$ cat src/rtl/instruction_fetch_queue_pkg.sv
// Shared types and constants for the instruction fetch queue.
// The FETCH_ALIGN_CHECK_EN build carries the addrError flag of fetch_entry_t through the queue.
package instruction_fetch_queue_pkg;

    typedef logic [31:0] int_t;

    localparam int_t RESET_PC  = 32'h0000_3000;
    localparam int_t NOP_INSTR = 32'h0000_0000;

    typedef struct packed {
        int_t data;
        int_t pc;
        logic addr_error;
    } fetch_entry_t;

    localparam int FETCH_ENTRY_W = $bits(fetch_entry_t);

    function automatic logic is_misaligned(input int_t addr);
        return addr[1:0] != 2'b00;
    endfunction

endpackage

$ cat src/rtl/instruction_fetch_queue_fifo.sv
// Synchronous FIFO with a registered head and a flush-clear input.
// DEPTH must be a power of two and at least 2; a push and a pop may share a cycle even when full.
module fetch_fifo #(
    parameter int WIDTH = 32,
    parameter int DEPTH = 4
) (
    input  logic                     clock,
    input  logic                     resetN,
    input  logic                     clear,
    input  logic                     push,
    input  logic [WIDTH-1:0]         push_data,
    input  logic                     pop,
    output logic [WIDTH-1:0]         head_data,
    output logic                     empty,
    output logic                     full,
    output logic [$clog2(DEPTH):0]   count
);

    localparam int AW = $clog2(DEPTH);

    logic [AW:0]      wr_ptr;
    logic [AW:0]      rd_ptr;
    logic [WIDTH-1:0] mem [DEPTH];

    // Pointers carry one extra wrap bit; full and empty come from comparing it.
    always_ff @(posedge clock) begin
        if (!resetN) begin
            wr_ptr <= '0;
            rd_ptr <= '0;
        end else if (clear) begin
            wr_ptr <= '0;
            rd_ptr <= '0;
        end else begin
            if (push) begin
                wr_ptr <= wr_ptr + 1'b1;
            end
            if (pop) begin
                rd_ptr <= rd_ptr + 1'b1;
            end
        end
    end

    always_ff @(posedge clock) begin
        if (resetN && !clear && push) begin
            mem[wr_ptr[AW-1:0]] <= push_data;
        end
    end

    always_comb begin
        empty     = (wr_ptr == rd_ptr);
        full      = (wr_ptr[AW] != rd_ptr[AW]) && (wr_ptr[AW-1:0] == rd_ptr[AW-1:0]);
        count     = wr_ptr - rd_ptr;
        head_data = mem[rd_ptr[AW-1:0]];
    end

endmodule

$ cat src/rtl/instruction_fetch_queue.sv
// Fetch stage: detects new PCs, issues imem reads under a credit limit, queues responses for decode.
// Optional FETCH_ALIGN_CHECK_EN turns misaligned PCs into in-order nop entries flagged fetchAddrError.
module instruction_fetch_queue
    import instruction_fetch_queue_pkg::*;
#(
    parameter int QUEUE_DEPTH     = 4,
    parameter int MAX_OUTSTANDING = 2
) (
    input  logic        clock,
    input  logic        resetN,
    input  logic [31:0] pcValue,
    input  logic        pcToggle,
    output logic        pcStall,
    input  logic        flush,
    output logic        imemReqValid,
    output logic [31:0] imemReqAddr,
    input  logic        imemReqReady,
    input  logic        imemRespValid,
    input  logic [31:0] imemRespData,
    output logic        instValid,
    output logic [31:0] instData,
    output logic [31:0] instPc,
`ifdef FETCH_ALIGN_CHECK_EN
    output logic        fetchAddrError,
`endif
    input  logic        decodeReady
);

    localparam int QAW       = $clog2(QUEUE_DEPTH);
    localparam int TAW       = $clog2(MAX_OUTSTANDING);
    localparam int DISCARD_W = 8;
`ifdef FETCH_ALIGN_CHECK_EN
    localparam int ENTRY_W   = FETCH_ENTRY_W;
`else
    localparam int ENTRY_W   = 64;
`endif

    logic                 last_toggle;
    logic [DISCARD_W-1:0] discard;

    logic new_pc;
    logic credit;
    logic misaligned;
    logic err_take;
    logic req_fire;
    logic resp_accept;
    logic resp_drop;
    logic q_push;
    logic q_pop;

    logic [ENTRY_W-1:0] q_push_bits;
    logic [ENTRY_W-1:0] q_head_bits;
    logic [QAW:0]       q_count;
    logic               q_empty;
    logic               q_full;

    int_t               tag_head;
    logic [TAW:0]       tag_count;
    logic               tag_empty;
    logic               tag_full;

    // The tag FIFO holds exactly one PC per accepted, non-discarded request,
    // so its count doubles as the in-flight counter.
    always_comb begin
        new_pc = resetN && (pcToggle != last_toggle) && !flush;
        credit = ((int'(q_count) + int'(tag_count)) < QUEUE_DEPTH) && !tag_full;

`ifdef FETCH_ALIGN_CHECK_EN
        misaligned = is_misaligned(pcValue);
        // Only with nothing in flight can the nop entry be appended without overtaking a fetch.
        err_take   = new_pc && misaligned && tag_empty && !q_full;
`else
        misaligned = 1'b0;
        err_take   = 1'b0;
`endif

        imemReqValid = new_pc && credit && !misaligned;
        imemReqAddr  = pcValue;
        req_fire     = imemReqValid && imemReqReady;
        pcStall      = new_pc && !(req_fire || err_take);

        resp_drop   = imemRespValid && (discard != '0);
        resp_accept = imemRespValid && (discard == '0) && !tag_empty;

        q_push = (resp_accept || err_take) && !flush;
        q_pop  = !q_empty && decodeReady && !flush;

`ifdef FETCH_ALIGN_CHECK_EN
        if (err_take) begin
            q_push_bits = {NOP_INSTR, pcValue, 1'b1};
        end else begin
            q_push_bits = {imemRespData, tag_head, 1'b0};
        end
`else
        q_push_bits = {imemRespData, tag_head};
`endif
    end

    always_ff @(posedge clock) begin
        if (!resetN) begin
            last_toggle <= 1'b1;
        end else if (flush || req_fire || err_take) begin
            last_toggle <= pcToggle;
        end
    end

    // Responses already owed by memory when a flush hits are counted here and dropped on return.
    always_ff @(posedge clock) begin
        if (!resetN) begin
            discard <= '0;
        end else if (flush) begin
            discard <= discard + DISCARD_W'(tag_count) - DISCARD_W'(imemRespValid);
        end else if (resp_drop) begin
            discard <= discard - 1'b1;
        end
    end

    fetch_fifo #(
        .WIDTH (32),
        .DEPTH (MAX_OUTSTANDING)
    ) u_tag_fifo (
        .clock     (clock),
        .resetN    (resetN),
        .clear     (flush),
        .push      (req_fire),
        .push_data (pcValue),
        .pop       (resp_accept && !flush),
        .head_data (tag_head),
        .empty     (tag_empty),
        .full      (tag_full),
        .count     (tag_count)
    );

    fetch_fifo #(
        .WIDTH (ENTRY_W),
        .DEPTH (QUEUE_DEPTH)
    ) u_inst_queue (
        .clock     (clock),
        .resetN    (resetN),
        .clear     (flush),
        .push      (q_push),
        .push_data (q_push_bits),
        .pop       (q_pop),
        .head_data (q_head_bits),
        .empty     (q_empty),
        .full      (q_full),
        .count     (q_count)
    );

`ifdef FETCH_ALIGN_CHECK_EN
    fetch_entry_t q_head;

    always_comb begin
        q_head         = fetch_entry_t'(q_head_bits);
        instValid      = !q_empty;
        instData       = q_head.data;
        instPc         = q_head.pc;
        fetchAddrError = q_head.addr_error;
    end
`else
    always_comb begin
        instValid = !q_empty;
        instData  = q_head_bits[63:32];
        instPc    = q_head_bits[31:0];
    end
`endif

endmodule

$ cat config.mk
export PLATFORM = sky130hd
export DESIGN_NAME = instruction_fetch_queue
export DESIGN_NICKNAME = d
export VERILOG_FILES = /design/src/rtl/instruction_fetch_queue_pkg.sv /design/src/rtl/instruction_fetch_queue_fifo.sv /design/src/rtl/instruction_fetch_queue.sv
export SDC_FILE = /design/constraint.sdc
export NUM_CORES = 1
export LEC_CHECK = 0
export CAP_MARGIN = 25
export CORE_MARGIN = 3
export CORE_UTILIZATION = 23
export DETAILED_ROUTE_END_ITERATION = 6
export GPL_ROUTABILITY_DRIVEN = 0
export GPL_TIMING_DRIVEN = 0
export MAX_ROUTING_LAYER = met4
export PLACE_DENSITY = 0.42
export SYNTH_ARGS = -nofsm -noshare
export SYNTH_HDL_FRONTEND = slang
export SYNTH_SLANG_ARGS = --single-unit
$ cat constraint.sdc
create_clock -name clock -period 6.39 [get_ports clock]
set_clock_uncertainty 0.2 [all_clocks]
set_input_delay 1.278 -clock clock [delete_from_list [all_inputs] [get_ports clock]]
set_output_delay 1.278 -clock clock [all_outputs]
set_load 0.005 [all_outputs]
After elaboration in Yosys (flattened, before gate mapping) --
Memory sizes are Yosys's and may differ from the RTL's. A register that Yosys moved wholly into a read port is not among the register bits. Index checks and enable logic that the tools add are counted.
Cells by class: reduce and logical (&&, ||, !) cells 26, equality and inequality tests 5, bitwise logic cells 1, add/sub/neg operators 10, mux-type cells 10, magnitude comparators 1
Operator list (count):
- logical AND 1 bit | 16
- 2-to-1 mux 8 bit | 2
- adder 8 x 2 -> 8 bit | 1
- logical NOT 8 bit | 1
- nonzero test 8 bit | 1
- subtractor 8 x 1 -> 8 bit | 1
- subtractor 8 x 1 -> 8 bit (second input constant) | 1
- adder 3 x 1 -> 3 bit (second input constant) | 2
- 2-to-1 mux 1 bit | 6
- logical NOT 1 bit | 5
- adder 2 x 1 -> 2 bit (second input constant) | 2
- adder 3 x 2 -> 4 bit | 1
- less-than comparator 4 x 3 -> 1 bit (second input constant) | 1
- 2-to-1 mux 2 bit | 2
- equality test 3 bit | 1
- subtractor 3 bit | 1
- equality test 2 bit | 1
- != test 1 bit | 2
- nonzero test 2 bit | 1
- OR reduction 2 bit | 1
- subtractor 2 bit | 1
- equality test 1 bit | 1
- logical OR 1 bit | 1
- inverter 1 bit | 1
Word-level totals: memories kept 2, bits in writable memories 320, output and inout bits 99, flip-flop bits (word level) 19
Memories:
- u_inst_queue.mem | words 4, bits a word 64, rd ports 1, clocked after Yosys merged registers in 1, write ports 1, line instruction_fetch_queue_fifo.sv:23 | logic [WIDTH-1:0] mem [DEPTH];
- u_tag_fifo.mem | words 2, bits a word 32, rd ports 1, clocked after Yosys merged registers in 1, write ports 1, line instruction_fetch_queue_fifo.sv:23

Longest topological paths before layout --
depth after elaboration 9, depth in mapped cells 12

Cells and area by module --
From an unflattened synthesis, not the netlist that was laid out.
Second synthesis, totals: cells, all modules 671, area total of the unflattened synthesis 13759.4 um^2
By module, submodules not included:
- fetch_fifo at u_inst_queue | area an instance 9770.6 um^2, cells an instance 382, instances 1, seq. area each 7847.5 um^2
- fetch_fifo at u_tag_fifo | area an instance 2707.6 um^2, cells an instance 127, instances 1, seq. area each 2021.9 um^2
- instruction_fetch_queue | area an instance 1281.2 um^2, cells an instance 162, instances 1, seq. area each 180.2 um^2

Worst setup path before layout --
No wires, ideal clock.
path kind input -> register, from input port imemRespValid, to memory u_inst_queue.mem[3][0] (netlist bit) (enable), arrival time 4622 ps, path buffers 0, data required time 5704 ps, slack 1081 ps, library setup time 486 ps, stages 4, cells stage by stage inv_1 a2111oi_4 nand2_1 nor2_1
On the way: word-level cells in the longest chain between the ends 6
Ends and longest elaborated chain:
- start: declaration | line instruction_fetch_queue.sv:18 | input logic imemRespValid,
- logical AND 1 bit (2 in series) | line instruction_fetch_queue.sv:83 | resp_accept = imemRespValid && (discard == '0) && !tag_empty;
- logical AND 1 bit | line instruction_fetch_queue.sv:85 | q_push = (resp_accept || err_take) && !flush;
- logical AND 1 bit | line instruction_fetch_queue_fifo.sv:44 | if (resetN && !clear && push) begin
- 2-to-1 mux 1 bit | line instruction_fetch_queue_fifo.sv:44
- 2-to-1 mux 1 bit (not written as such) | line instruction_fetch_queue_fifo.sv:45 | mem[wr_ptr[AW-1:0]] <= push_data;
- end: declaration | line instruction_fetch_queue_fifo.sv:23
No other way between the ends.

Final worst setup path --
from register u_inst_queue.wr_ptr[0], to output port pcStall
On the way: word-level cells in the longest chain between the ends 8
Ends and longest elaborated chain:
- start: declaration | line instruction_fetch_queue_fifo.sv:21 | logic [AW:0] wr_ptr;
- start signal: assignment | line instruction_fetch_queue_fifo.sv:35 | wr_ptr <= wr_ptr + 1'b1;
- subtractor 3 bit | line instruction_fetch_queue_fifo.sv:52 | count = wr_ptr - rd_ptr;
- adder 3 x 2 -> 4 bit | line instruction_fetch_queue.sv:66 | credit = ((int'(q_count) + int'(tag_count)) < QUEUE_DEPTH) && !tag_full;
- less-than comparator 4 x 3 -> 1 bit | line instruction_fetch_queue.sv:66
- logical AND 1 bit | line instruction_fetch_queue.sv:66
- logical AND 1 bit | line instruction_fetch_queue.sv:77 | imemReqValid = new_pc && credit && !misaligned;
- logical AND 1 bit | line instruction_fetch_queue.sv:79 | req_fire = imemReqValid && imemReqReady;
- logical NOT 1 bit | line instruction_fetch_queue.sv:80 | pcStall = new_pc && !(req_fire || err_take);
- logical AND 1 bit | line instruction_fetch_queue.sv:80
- end: declaration | line instruction_fetch_queue.sv:13 | output logic pcStall,
No other way between the ends.

==> flow_results.org <==
** Outcome
- The run finished with clean final reports.

** Timing
- In this run the tightest slew margin relative to its limit is 0.442.
- Slew of the pin with the lowest slew margin :: 0.837 ns
- Static timing analysis puts the maximum clock frequency at between 200 and 250 MHz.
- Unrepaired setup endpoints after global routing :: false
- Final count of negative-setup-slack endpoints :: 0
- Final Critical Period :: 4.88 ns
- Of the available clock period, the critical path in the final layout requires 0.764.
- Crit path setup slack, layout :: 1.51 ns
- Number of slew-limit violations in the final report :: 0
- Number of hold-slack violations in the final timing report :: 0

** Cells and area
- After the last flow step, the layout net total stands at 974.
- Of the cells placed in the final design, the portion with a size suffix greater than 1 is 0.233.
- Measured on the finished design, the core utilization comes to 0.307.
- Leaving out filler cells and counting taps, the final layout contains between 1500 and 2000.
- Relative to the synthesized area, the layout overhead comes to 30.8%.
- The repair_antennas step left the layout with diodes totalling 0.
- The layout has 5631 filler cells.

** Route
- Sum of routed wire length over all layers :: 30300 um
- Via density per instance :: a little under 4
- Antenna viol nets, final :: 0
- The first detailed-routing pass ran for 4 iterations.
- Summing over every cut layer, the via total after detailed routing is 6586.
- In the detailed route, the total length drawn on met3 is 1560 um.
- The routed design uses 14300 um of met2 wire.
- Initial DRC Count :: 260
- In the routed design, unresolved DRC markers number 0.
- For this block, wires on met1 add up to 13700 um.
- Wire per inst :: 18.2 um
- Signal routing reaches up to met4.

** Clock network
- Deepest level of the CTS H-tree :: 2
- CTS root buffer :: sky130_fd_sc_hd__clkbuf_16
- Clk pin slew, worst setup/hold paths :: 0.07 ns
- In this run, post-CTS hold repair placed 0 buffers.
- After clock tree synthesis, the repair step resized 0 gates.
- Bufs on Longest Clock Path :: 3
- CTS saw 342 sinks.
- TritonCTS built the clock tree.
- For the worst-skew pair, the clock arrives at the later sink with an insertion delay of 0.55 ns.
- Number of buffers inserted during clock tree synthesis :: 40
- Post-CTS setup buffer count :: 0

** Job
- Count of max-cap constraint violations :: 0

** Power and ir drop
- For this design the ratio of total power to cell area is 288 nW/um2.
- Maximum resistive drop on vdd :: 139 uV
- Leakage component of the power :: 5.60 nW
- Post-layout total power :: 5.05 mW

** Logic synthesis
- After synthesis, the share of cell area in mux cells is 0.135.
- Sequential element share of the synthesized area :: 0.750
- The synthesized design spends more area on one cell type than any other, namely sky130_fd_sc_hd__edfxtp_1.
- In this run, synthesis produced a sequential element count of 342.
- Synth top cells by count :: sky130_fd_sc_hd__edfxtp_1 (320), sky130_fd_sc_hd__mux4_2 (64), sky130_fd_sc_hd__buf_4 (32), sky130_fd_sc_hd__mux2_2 (32), sky130_fd_sc_hd__inv_1 (27)
- Largest family of logic cells by synthesized area :: multiplexers
- The fraction of the mapped netlist area in compound gates is 0.0189.
- Of the total synthesized cell area, the portion taken by AND, OR, NAND and NOR gates is 0.0208.
- Of the post-synthesis cell area, the dominant cell type holds 0.717.
- In this run the cell area of the synthesized design comes to 13400 um2.
- By instance count, the leading cell after synthesis is sky130_fd_sc_hd__edfxtp_1.
- Mean Syn Cell Area :: 20.4 um2
- Top FF cell, synth :: sky130_fd_sc_hd__edfxtp_1
- Synthesis warning total :: 0
- Synthesis produced 657 cells.
- Distinct cell type count of the synthesized netlist :: 44
- Synth async-reset ratio :: 0
- Of the total synthesized cell area, the portion taken by XOR and XNOR cells is 0.0167.
- Post-Synth Adder-Cell Area :: 0.0263
- Yosys mapped a number of flops with a built-in enable equal to 320.
- Synth area leaders :: sky130_fd_sc_hd__edfxtp_1 (72%), sky130_fd_sc_hd__mux4_2 (11%), sky130_fd_sc_hd__dfxtp_1 (3.3%), sky130_fd_sc_hd__mux2_2 (2.7%), sky130_fd_sc_hd__ha_1 (2.3%)
- Net count after synthesis :: 755

** Setup path
- Cell breakdown of the critical path :: inv_1, ha_1, inv_1, fa_1, ha_1, nor3b_1, a2111oi_4, and3_2, nor3_1, clkdlybuf4s50_1
- The worst setup path is captured at a primary output.
- Critical path fanouts, max :: 5
- The setup check on the worst reg-to-reg path leaves a slack of about 2.8 ns.
- Worst setup path class :: reg2out
- Worst endpoint required time :: 4.91 ns
- Worst-path cell with the longest stage delay :: sky130_fd_sc_hd__clkdlybuf4s50_1
- In this design, the stage delay of the slowest critical-path cell is 0.53 ns.
- Data arrival time of the critical path :: 3.40 ns
- Worst Setup Start Kind :: flip-flop

** Floorplanning
- The initialized floorplan defines 87 standard-cell rows.
- The floorplan step defined a die boundary enclosing 61200 um2.
- Die extent in y :: between 200 and 250 um
- The floorplan step set the die width to 247 um.
- Top Ports :: 170
- After floorplanning, the core was sized to cover roughly 57000 um2.
- The initial utilization of the core area, before any placement, comes to 0.235.

** Place
- Detailed placement ended at an HPWL of around 19000 um.
- Pre-CTS setup slack :: between 1.5 and 2 ns
- Number of buffer cells added on primary ports :: about 170
- Counting tap cells, the placed design contains a total of 1589 instances.

** Hold path
- Worst hold-check path type :: reg2reg

** Global route
- Maximum number of pins on one net before global-route repair :: 44
- For this run the aggregate overflow at the end of global routing stands at 0.
- Across every metal layer, demand over resource in global routing totals 0.103.
- Global-route wire length before repair :: approximately 45000 um
- Vias in the first global route :: just over 7000
- The number of antenna violations at the first check in global routing was 0.
==> report_power, final <==
group / total (mW) / internal, mW / switching [mW]
logic: 0.359 / 0.182 / 0.177
registers: 2.48 / 2.46 / 0.0154
clock network: 2.21 / 1.30 / 0.916
total: 5.05 / 3.94 / 1.11
==> per-layer routing <==
layer | vias up | global-route usage
li1 | 3039 | -
met1 | 3332 | 0.133
met2 | 167 | 0.162
met3 | 48 | 0.0246
met4 | 0 | 0.0311
met5 | - | -
==> cells by family after synthesis <==
group | Yosys count
mux | 97
flops | 342
xor+xnor | 24
fa+ha+maj | 27
compound gates | 32
buf+inv | 81
simple gates | 54
==> flip-flops by register name, summed over array words and instances (netlist names), named ones only <==
register	flops
u_tag_fifo.wr_ptr	2
u_inst_queue.wr_ptr	3
u_tag_fifo.mem	64
u_tag_fifo.rd_ptr	2
last_toggle	1
discard	8
u_inst_queue.rd_ptr	3
u_inst_queue.mem	256
==> through the flow <==
step / TNS [ns] / cell area (um2) / hold slack (ns)
floorplan: 0 / 13400 / 0.267
global placement: -247.29 / 16000 / 0.297
detailed placement: 0 / 16200 / 0.296
CTS: 0 / 17500 / 0.311
global route: 0 / 17500 / 0.345
finish: 0 / 17500 / 0.314
==> layout make-up <==
type                       count  area [um2]  share of cell area
inverter                      27         101             0.00578
clock buffer                  50        1080              0.0617
clock inverter                23         199              0.0114
buffer                        54         330              0.0188
timing repair buffer         177        1880               0.107
sequential                   342       10000               0.573
tap                          756         946              0.0540
multi-input combinational    234        2940               0.168
==> worst paths after layout <==
check                                      startpoint                                   to  cells after the start
setup / recovery  u_inst_queue.wr_ptr[0]$_SDFFE_PP0P_                              pcStall                     10
hold / removal    u_inst_queue.rd_ptr[1]$_SDFFE_PP0P_  u_inst_queue.rd_ptr[1]$_SDFFE_PP0P_                      2
setup reg to reg  u_inst_queue.wr_ptr[0]$_SDFFE_PP0P_      u_tag_fifo.mem[0][14]$_DFFE_PP_                     10
hold reg to reg   u_inst_queue.rd_ptr[1]$_SDFFE_PP0P_  u_inst_queue.rd_ptr[1]$_SDFFE_PP0P_                      2
==> layout by cell type, fill, tap and decap left out, types with 3 or more instances in the layout <==
cell,n
sky130_fd_sc_hd__nand3_1,4
sky130_fd_sc_hd__buf_16,4
sky130_fd_sc_hd__dfxtp_1,22
sky130_fd_sc_hd__clkbuf_16,42
sky130_fd_sc_hd__mux4_2,64
sky130_fd_sc_hd__nor2_1,18
sky130_fd_sc_hd__nand2_1,9
sky130_fd_sc_hd__buf_1,4
sky130_fd_sc_hd__nand4_1,4
sky130_fd_sc_hd__buf_4,32
sky130_fd_sc_hd__xor2_1,5
sky130_fd_sc_hd__o21ai_0,7
sky130_fd_sc_hd__xnor2_1,18
sky130_fd_sc_hd__and3_4,3
sky130_fd_sc_hd__a21oi_1,9
sky130_fd_sc_hd__buf_2,6
sky130_fd_sc_hd__buf_12,3
sky130_fd_sc_hd__clkinv_1,6
sky130_fd_sc_hd__clkdlybuf4s50_1,169
sky130_fd_sc_hd__mux2_2,32
sky130_fd_sc_hd__clkbuf_1,20
sky130_fd_sc_hd__edfxtp_1,320
sky130_fd_sc_hd__inv_1,27
sky130_fd_sc_hd__ha_1,25
sky130_fd_sc_hd__clkinv_2,7
==> worst max-delay path: cells and delay by family (launching register included) <==
| kind | cells | cell delay, ns |
|---|---|---|
| and+or+nand+nor | 3 | 0.75 |
| DFF | 1 | 0.39 |
| buffers and inverters | 3 | 0.70 |
| AOI/OAI and AO/OA | 1 | 0.11 |
| adders and majority gates | 3 | 0.90 |
Power figures use the tool's default switching activity.
